### config.mk
export PLATFORM = sky130hd
export DESIGN_NAME = mul_div_unit
export DESIGN_NICKNAME = d
export VERILOG_FILES = /design/src/rtl/mul_div_unit.sv
export SDC_FILE = /design/constraint.sdc
export NUM_CORES = 2
export LEC_CHECK = 0
export BUFFER_PORTS_ARGS = -buffer_cell sky130_fd_sc_hd__buf_2
export CAP_MARGIN = 25
export CORE_ASPECT_RATIO = 0.75
export CORE_UTILIZATION = 60
export CTS_BUF_LIST = sky130_fd_sc_hd__clkbuf_8
export CTS_CLUSTER_DIAMETER = 60
export DETAILED_ROUTE_END_ITERATION = 12
export MAX_ROUTING_LAYER = met4
export PLACE_DENSITY = 0.78
export RECOVER_POWER = 50
export SYNTH_ARGS = -nofsm -noshare
export SYNTH_HDL_FRONTEND = slang
export SYNTH_SLANG_ARGS = --single-unit
export TNS_END_PERCENT = 50
### constraint.sdc
create_clock -name clk -period 11 [get_ports clk]
set_clock_uncertainty 0.1 [all_clocks]
set_input_delay 0.55 -clock clk [delete_from_list [all_inputs] [get_ports clk]]
set_output_delay 0.55 -clock clk [all_outputs]
set_load 0.01 [all_outputs]
### src/rtl/mul_div_unit.sv
`default_nettype none
// ============================================================================
//  Module      : mul_div_unit
//  Description : Iterative radix-2 RV-M multiply/divide unit. Shift-add
//                multiply and restoring divide on operand magnitudes, one
//                bit per cycle, followed by a one-cycle sign-fix stage.
//                Divide-by-zero and signed overflow bypass the iteration.
//  Revision    : 1.0 - initial release
// ============================================================================
module mul_div_unit #(
  parameter int N = 64
) (
  input  logic         clk,
  input  logic         rst,
  input  logic         in_valid,
  output logic         in_ready,
  input  logic [2:0]   op,
  input  logic [N-1:0] dataA,
  input  logic [N-1:0] dataB,
  input  logic         kill,
  output logic         out_valid,
  input  logic         out_ready,
  output logic [N-1:0] result,
  output logic         Zero,
  output logic         Negative
);

  localparam int CW = (N > 1) ? $clog2(N) : 1;
  localparam logic [N-1:0] C_MIN  = {1'b1, {(N-1){1'b0}}};
  localparam logic [N-1:0] C_ONES = {N{1'b1}};

  typedef enum logic [1:0] {
    S_IDLE = 2'd0,
    S_CALC = 2'd1,
    S_FIX  = 2'd2,
    S_DONE = 2'd3
  } state_t;

  state_t          state_q;
  logic [2:0]      op_q;
  logic [N-1:0]    mcand_q;     // multiplicand magnitude or divisor magnitude
  logic [2*N-1:0]  prod_q;      // product; low half doubles as dividend/quotient
  logic [N:0]      rem_q;       // partial remainder
  logic [CW-1:0]   cnt_q;
  logic            neg_res_q;   // product / quotient must be negated
  logic            neg_rem_q;   // remainder must be negated (dataA negative)
  logic [N-1:0]    result_q;
  logic            zero_q;
  logic            negf_q;

  // Operand decode at the accept point
  logic            is_div_d;
  logic            a_signed_d;
  logic            b_signed_d;
  logic            a_neg_d;
  logic            b_neg_d;
  logic [N-1:0]    a_mag_d;
  logic [N-1:0]    b_mag_d;
  logic            dbz_d;
  logic            ovf_d;
  logic [N-1:0]    fast_result_d;

  // Iteration and fix-up datapath
  logic [N:0]      mul_sum_d;
  logic [2*N-1:0]  mul_step_d;
  logic [N+1:0]    div_shift_d;
  logic [N+1:0]    div_diff_d;
  logic            div_ok_d;
  logic [N:0]      rem_step_d;
  logic [N-1:0]    quo_step_d;
  logic [2*N-1:0]  prod_signed_d;
  logic [N-1:0]    quo_fix_d;
  logic [N-1:0]    rem_fix_d;
  logic [N-1:0]    fix_result_d;

  assign in_ready  = (state_q == S_IDLE);
  assign out_valid = (state_q == S_DONE);
  assign result    = result_q;
  assign Zero      = zero_q;
  assign Negative  = negf_q;

  // Decode signedness, magnitudes and the special cases of the incoming op
  always_comb begin
    is_div_d   = op[2];
    // MUL/MULH/MULHSU treat rs1 as signed; only MUL/MULH treat rs2 as signed
    a_signed_d = is_div_d ? ~op[0] : (op[1:0] != 2'b11);
    b_signed_d = is_div_d ? ~op[0] : ~op[1];
    a_neg_d    = a_signed_d & dataA[N-1];
    b_neg_d    = b_signed_d & dataB[N-1];
    a_mag_d    = a_neg_d ? -dataA : dataA;
    b_mag_d    = b_neg_d ? -dataB : dataB;
    dbz_d      = is_div_d && (dataB == '0);
    ovf_d      = is_div_d && !op[0] && (dataA == C_MIN) && (dataB == C_ONES);
    if (op[1]) begin
      fast_result_d = dbz_d ? dataA : '0;
    end else begin
      fast_result_d = dbz_d ? C_ONES : C_MIN;
    end
  end

  // One radix-2 step of each engine plus the sign-fix/output select
  always_comb begin
    mul_sum_d   = {1'b0, prod_q[2*N-1:N]} + (prod_q[0] ? {1'b0, mcand_q} : '0);
    mul_step_d  = {mul_sum_d, prod_q[N-1:1]};

    div_shift_d = {rem_q, prod_q[N-1]};
    div_diff_d  = div_shift_d - {2'b00, mcand_q};
    div_ok_d    = ~div_diff_d[N+1];
    rem_step_d  = div_ok_d ? div_diff_d[N:0] : div_shift_d[N:0];
    quo_step_d  = {prod_q[N-2:0], div_ok_d};

    prod_signed_d = neg_res_q ? -prod_q : prod_q;
    quo_fix_d     = neg_res_q ? -prod_q[N-1:0] : prod_q[N-1:0];
    rem_fix_d     = neg_rem_q ? -rem_q[N-1:0] : rem_q[N-1:0];

    case (op_q)
      3'b000:                 fix_result_d = prod_signed_d[N-1:0];
      3'b001, 3'b010, 3'b011: fix_result_d = prod_signed_d[2*N-1:N];
      3'b100, 3'b101:         fix_result_d = quo_fix_d;
      default:                fix_result_d = rem_fix_d;
    endcase
  end

  // Control FSM with registered datapath and result/flag registers
  always_ff @(posedge clk) begin
    if (rst) begin
      state_q   <= S_IDLE;
      op_q      <= '0;
      mcand_q   <= '0;
      prod_q    <= '0;
      rem_q     <= '0;
      cnt_q     <= '0;
      neg_res_q <= 1'b0;
      neg_rem_q <= 1'b0;
      result_q  <= '0;
      zero_q    <= 1'b0;
      negf_q    <= 1'b0;
    end else if (kill && (state_q != S_IDLE)) begin
      // Flush: abandon the op but leave the last result visible
      state_q <= S_IDLE;
      cnt_q   <= '0;
    end else begin
      case (state_q)
        S_IDLE: begin
          if (in_valid && !kill) begin
            op_q      <= op;
            neg_res_q <= a_neg_d ^ b_neg_d;
            neg_rem_q <= a_neg_d;
            cnt_q     <= '0;
            rem_q     <= '0;
            if (dbz_d || ovf_d) begin
              result_q <= fast_result_d;
              zero_q   <= (fast_result_d == '0);
              negf_q   <= fast_result_d[N-1];
              state_q  <= S_DONE;
            end else begin
              if (is_div_d) begin
                mcand_q <= b_mag_d;
                prod_q  <= {{N{1'b0}}, a_mag_d};
              end else begin
                mcand_q <= a_mag_d;
                prod_q  <= {{N{1'b0}}, b_mag_d};
              end
              state_q <= S_CALC;
            end
          end
        end
        S_CALC: begin
          if (op_q[2]) begin
            rem_q  <= rem_step_d;
            prod_q <= {prod_q[2*N-1:N], quo_step_d};
          end else begin
            prod_q <= mul_step_d;
          end
          if (cnt_q == CW'(N - 1)) begin
            cnt_q   <= '0;
            state_q <= S_FIX;
          end else begin
            cnt_q <= cnt_q + 1'b1;
          end
        end
        S_FIX: begin
          result_q <= fix_result_d;
          zero_q   <= (fix_result_d == '0);
          negf_q   <= fix_result_d[N-1];
          state_q  <= S_DONE;
        end
        S_DONE: begin
          if (out_ready) begin
            state_q <= S_IDLE;
          end
        end
        default: state_q <= S_IDLE;
      endcase
    end
  end

endmodule
`default_nettype wire
## Yosys cells after proc, flatten, opt, wreduce, memory -nomap -nowiden

Cells that the tools add are included.

- Word-level logic and storage cells: 114
- Register bits: 336

- Bitwise logic cells: 8
- Eq/ne operators: 19
- Muxes and demuxes: 39
- Reduce and logical (&&, ||, !) cells: 28
- Add/subtract/negate cells: 8

Operators by type and width:

| kind | number |
|---|---|
| 64-bit 2-to-1 mux | 11 |
| 128-bit 2-to-1 mux | 4 |
| 64-bit negator | 4 |
| 128-bit one-hot mux with 2 select lines | 1 |
| 65-bit 2-to-1 mux | 3 |
| 64-bit logical NOT | 3 |
| 64-bit one-hot mux with 3 select lines | 1 |
| 65-bit one-hot mux with 2 select lines | 1 |
| 64-bit == test, second input constant | 2 |
| 128-bit negator | 1 |
| 64-bit one-hot mux with 2 select lines | 1 |
| 66-bit by 64-bit subtractor with 66-bit output | 1 |
| 64-bit by 64-bit adder with 65-bit output | 1 |
| 63-bit 2-to-1 mux | 1 |
| 4-bit AND reduction | 4 |
| 6-bit 2-to-1 mux | 2 |
| 6-bit one-hot mux with 2 select lines | 1 |
| 2-bit inequality test, second input constant | 5 |
| 2-bit 2-to-1 mux | 4 |
| 2-bit one-hot mux with 4 select lines | 1 |
| 6-bit by 1-bit adder with 6-bit output, second input constant | 1 |
| 3-bit by 2-bit == test with 1-bit output, second input constant | 2 |
| 3-bit == test, second input constant | 2 |
| 6-bit == test, second input constant | 1 |
| 20 further kinds | 44 |

## Longest topological paths before layout

- Depth after elaboration: 8
- Mapped depth: 17
- Gate-level depth less buffers: 15

## Least setup slack after synthesis

OpenSTA, ideal clock, no wires.

- Path kind: reg2reg
- Start point: register prod_q[55]
- End point: register zero_q (netlist: Zero)
- Library setup time: 0.096 ns
- Path buffers: 2
- Cell stages (with the launch flop): 14
- Arrival time: 4.088 ns
- Slack: 6.716 ns
- Cell sequence: dfxtp_1 clkbuf_1 or3_1 clkbuf_1 or4_1 or4_1 or4_1 nor4_1 mux2i_1 o211ai_1 or4b_1 nor4_1 nand4b_1 o41ai_2

- Longest elaborated chain between the ends: 5
- Elaborated cells between the ends (all ways): 7
- Classes of those cells: add/sub: 2; mux: 4; reduce/logical: 1

RTL lines:

| item | line | source |
|---|---|---|
| start, declared | 42 | `logic [2*N-1:0] prod_q;` |
| start signal, assigned | 159 | `prod_q <= {{N{1'b0}}, a_mag_d};` |
| start signal, assigned | 162 | `prod_q <= {{N{1'b0}}, b_mag_d};` |
| start signal, assigned | 171 | `prod_q <= {prod_q[2*N-1:N], quo_step_d};` |
| 128-bit negator / 64-bit negator (equally long branches) | 112, 113 |  |
| 128-bit 2-to-1 mux / 64-bit 2-to-1 mux (equally long branches) | 112, 113 |  |
| 64-bit one-hot mux with 3 select lines (*) | 116 | `case (op_q)` |
| 64-bit logical NOT (*) | 184 | `zero_q <= (fix_result_d == '0);` |
| 1-bit one-hot mux with 2 select lines (*) | 143 | `case (state_q)` |
| end signal, assigned | 153 | `zero_q <= (fast_result_d == '0);` |
| end signal, assigned | 184 |  |
| end, declared | 48 | `logic zero_q;` |

Every way passes the cells marked *; elsewhere a longest branch is shown, timed or not.
A chain may end at the register's enable or synchronous reset.

## Final worst setup path

- Start point: input dataB[3]
- End point: register prod_q[125]

- Longest elaborated chain between the ends: 5
- Elaborated cells between the ends (all ways): 7
- Classes of those cells: eq/ne: 2; reduce/logical: 5

RTL lines:

| item | line | source |
|---|---|---|
| start, declared | 19 | `input logic [N-1:0] dataB,` |
| 64-bit == test / 64-bit logical NOT (equally long branches) | 93, 92 |  |
| 1-bit logical AND (on tied branches) | 93, 92 |  |
| 1-bit logical OR (*) | 151 | `if (dbz_d \|\| ovf_d) begin` |
| 2-bit inequality test (no source line) (*) | n/a |  |
| 5-bit AND reduction (no source line) (*) | n/a |  |

Marked as above.

==> run metrics <==
outcome finished with violations; failing checks max-capacitance violations, max-slew violations; Remaining Overflow, GRT 0; most numerous cell on the critical path clkbuf_1; CTS Sinks 335; Synth top area share 20.36%; Routed Antenna Nets 0; first-pass GRT wire length 220600 microns; Syn Nets 4949; CP delay by family, top buffers and inverters; die area 55840 sq um; GP Congestion 1.168; Worst EP required 11.47 ns; Total Power 6.089 mW; CTS Buffer Depth 3; RR Startpoint rem_q[10]; Worst setup SP type input port; critical path's slowest cell clkbuf_1; Post-synth EDFFs 0; leakage power 13.83 nW; ordered list of cells on the worst path clkbuf_1, or3_1, nor4b_1, nand3_1, or4_1, clkbuf_1, inv_1, nor3_1, clkbuf_1, o21ai_4, clkbuf_1, or3_1, nor2_1, buf_4, a32o_1; WS Path Type in2reg; clk root buf clkbuf_8; Hold Path Class in2reg; cts repair resizes 0; minimum clock period 7.859 ns; maximum vdd ir drop 0.1781 mV; Critical Path Sink Type flop; Site Rows 73; Worst-Skew Late Latency 0.71 ns; placed insts 5290; DRC 0; Core ar. 53620 sq um; largest area contributor in the synthesized netlist dfxtp_1; CTS clk-pin slew, worst paths 0.06 ns; max-cap viol count 4; Top Ports 204; Slew @ Worst Pin 5.110 ns; vias per cell 7.243; layout cell share with drive strength beyond 1 8.659%; Arr. time, crit path 8.32 ns; most frequent cell after synthesis nor2_1; top post-synthesis cells by count nor2_1 (545), nand2_1 (436), a21oi_1 (361); DRT Pass-1 Iters 9; f_max 127.2 MHz; Multi-input gate area 24420 sq um; Final period util 71.45%; GR Util All Layers 53.91%; Mapped Avg Cell Area 7.049 sq um; Synth Flop Type dfxtp_1; CTS tree built; library cells used by synthesis 95; DR WL/cell 27.98 microns; Critical path buffers and inverters 6; Net count, final 4917; number of global-route vias before repair 34197; antenna violations before repair 7; Gate Count Post-Synth 4672; TritonCTS buffer count 58; Async SR Flop Fraction 0%; register area share after synthesis 20.36%; hold-fix buffers at CTS 0; hold wc startpoint dataA[0]; I/O Buffers 203; dpl hpwl 115700 microns; Final setup viols 0; hold path cells 3; Hold Vio Cnt, Final 0; Power Density 172.4 nW/um^2; Slew Viols, Final 267; Die Y 204.9 microns; R2R Path End result[57]; Area growth syn-to-layout 7.230%; Initial DRC Count 6917; ranking of synthesized cells by area dfxtp_1 (20%), nor2_1 (6.2%), a21oi_1 (5.5%); hold_ws 0.1571 ns; Yosys Warn Count 0; Setup Buffers After CTS 0; hold endpoint mcand_q[0]; setup TNS 0 ns; Fill cells 4860; r2r setup slk 5.28 ns; CTS H-tree depth 2; unrepaired setup endpoints after global routing no; Rel. slew slack -240.6%; Max stage delay on crit path 1.89 ns; Yosys reg bits 335; Starting Density 61.42%; Syn Std Cell Area 32930 sq um; crit-path max FO 50; maximum number of pins on one net before global-route repair 115; FF+latch area 6715 sq um; Die Wd 272.5 microns; Final Util 65.86%; post-route insts no fill 5412; final wirelength 151400 microns; vias after detailed routing 39199; FF-to-FF path depth 11
-- cells in the final DEF, fill, tap and decap left out, types with 36 or more instances in the layout --
| cell | n |
|---|---|
| a22oi_1 | 45 |
| nor2_1 | 542 |
| dfxtp_1 | 332 |
| or3_1 | 59 |
| xnor2_1 | 184 |
| nor2b_1 | 54 |
| a21o_1 | 99 |
| o41ai_1 | 43 |
| nor3_1 | 173 |
| a211oi_1 | 116 |
| nand3_1 | 138 |
| mux2_2 | 37 |
| buf_2 | 132 |
| nand2b_1 | 50 |
| clkbuf_8 | 73 |
| o21ai_0 | 229 |
| nand2_1 | 435 |
| o311ai_0 | 51 |
| or4_1 | 70 |
| a21oi_1 | 359 |
| nor4_1 | 69 |
| buf_4 | 59 |
| inv_1 | 140 |
| o211ai_1 | 83 |
| o31ai_1 | 77 |
| or2_2 | 36 |
| nand4_1 | 73 |
| clkbuf_1 | 75 |
| ha_1 | 137 |
| mux2i_1 | 59 |
| xor2_1 | 199 |
-- registers in the layout (all words and copies together) (netlist names) --
signal,count
neg_rem_q,1
Zero,1
cnt_q,6
op_q,3
rem_q,65
neg_res_q,1
state_q,2
prod_q,128
result,64
mcand_q,64
-- cell families after synthesis --
logic type / synth area share (%)
buffers and inverters: 5.688
XOR/XNOR: 10.21
multiplexers: 3.059
adder cells (fa/ha/maj): 5.403
AND/OR/NAND/NOR: 26.63
flip-flops: 20.36
AO/OA/AOI/OAI: 28.65
-- tightest hold or removal path, cell delays in order --
cell and delay (ns):
buf_2 0.14, mux2i_1 0.13, a211oi_1 0.09
-- how the worst max path moves through the flow --
stage / start / endpoint / slack [ns] / depth (start not counted)
2_1_floorplan: prod_q[55] / Zero / 6.72 / 13
3_3_place_gp: prod_q[0] / Zero / 5.66 / 15
3_5_place_dp: dataB[3] / prod_q[121] / 5.62 / 15
4_1_cts: prod_q[0] / Zero / 5.64 / 15
5_1_grt: dataB[3] / prod_q[121] / 2.94 / 15
6_report: dataB[3] / prod_q[125] / 3.14 / 15
-- metrics by stage --
step           instance area, sq um  setup slack (ns)
3_5_place_dp                  34030             5.623
6_report                      35310             3.141
4_1_cts                       35370             5.636
3_3_place_gp                  34030             5.665
5_1_grt                       35310             2.941
2_1_floorplan                 32930             6.716
-- power by group --
group	internal, mW	switching [mW]	total, mW
registers	1.37	0.281	1.65
logic	0.934	2.15	3.08
clock network	0.743	0.611	1.35
-- routing by layer --
layer  global-route usage [%]  up-vias  wire length, microns
li1                         -    17155                     -
met1                    69.63    18078                 58570
met2                    69.68     3360                 56540
met3                    21.36      606                 25380
met4                    31.10        0                 10920
met5                        -        -                     0
-- final cells by class --
type                       instances  share of cell area (%)
clock buffer                      73                   2.845
clock inverter                    36                  0.9460
sequential                       335                   19.02
antenna                           11                 0.07795
multi-input combinational       3844                   69.16
tap                              712                   2.523
inverter                         133                   1.414
timing repair buffer             268                   4.014
(Power assumes the default switching activity.)
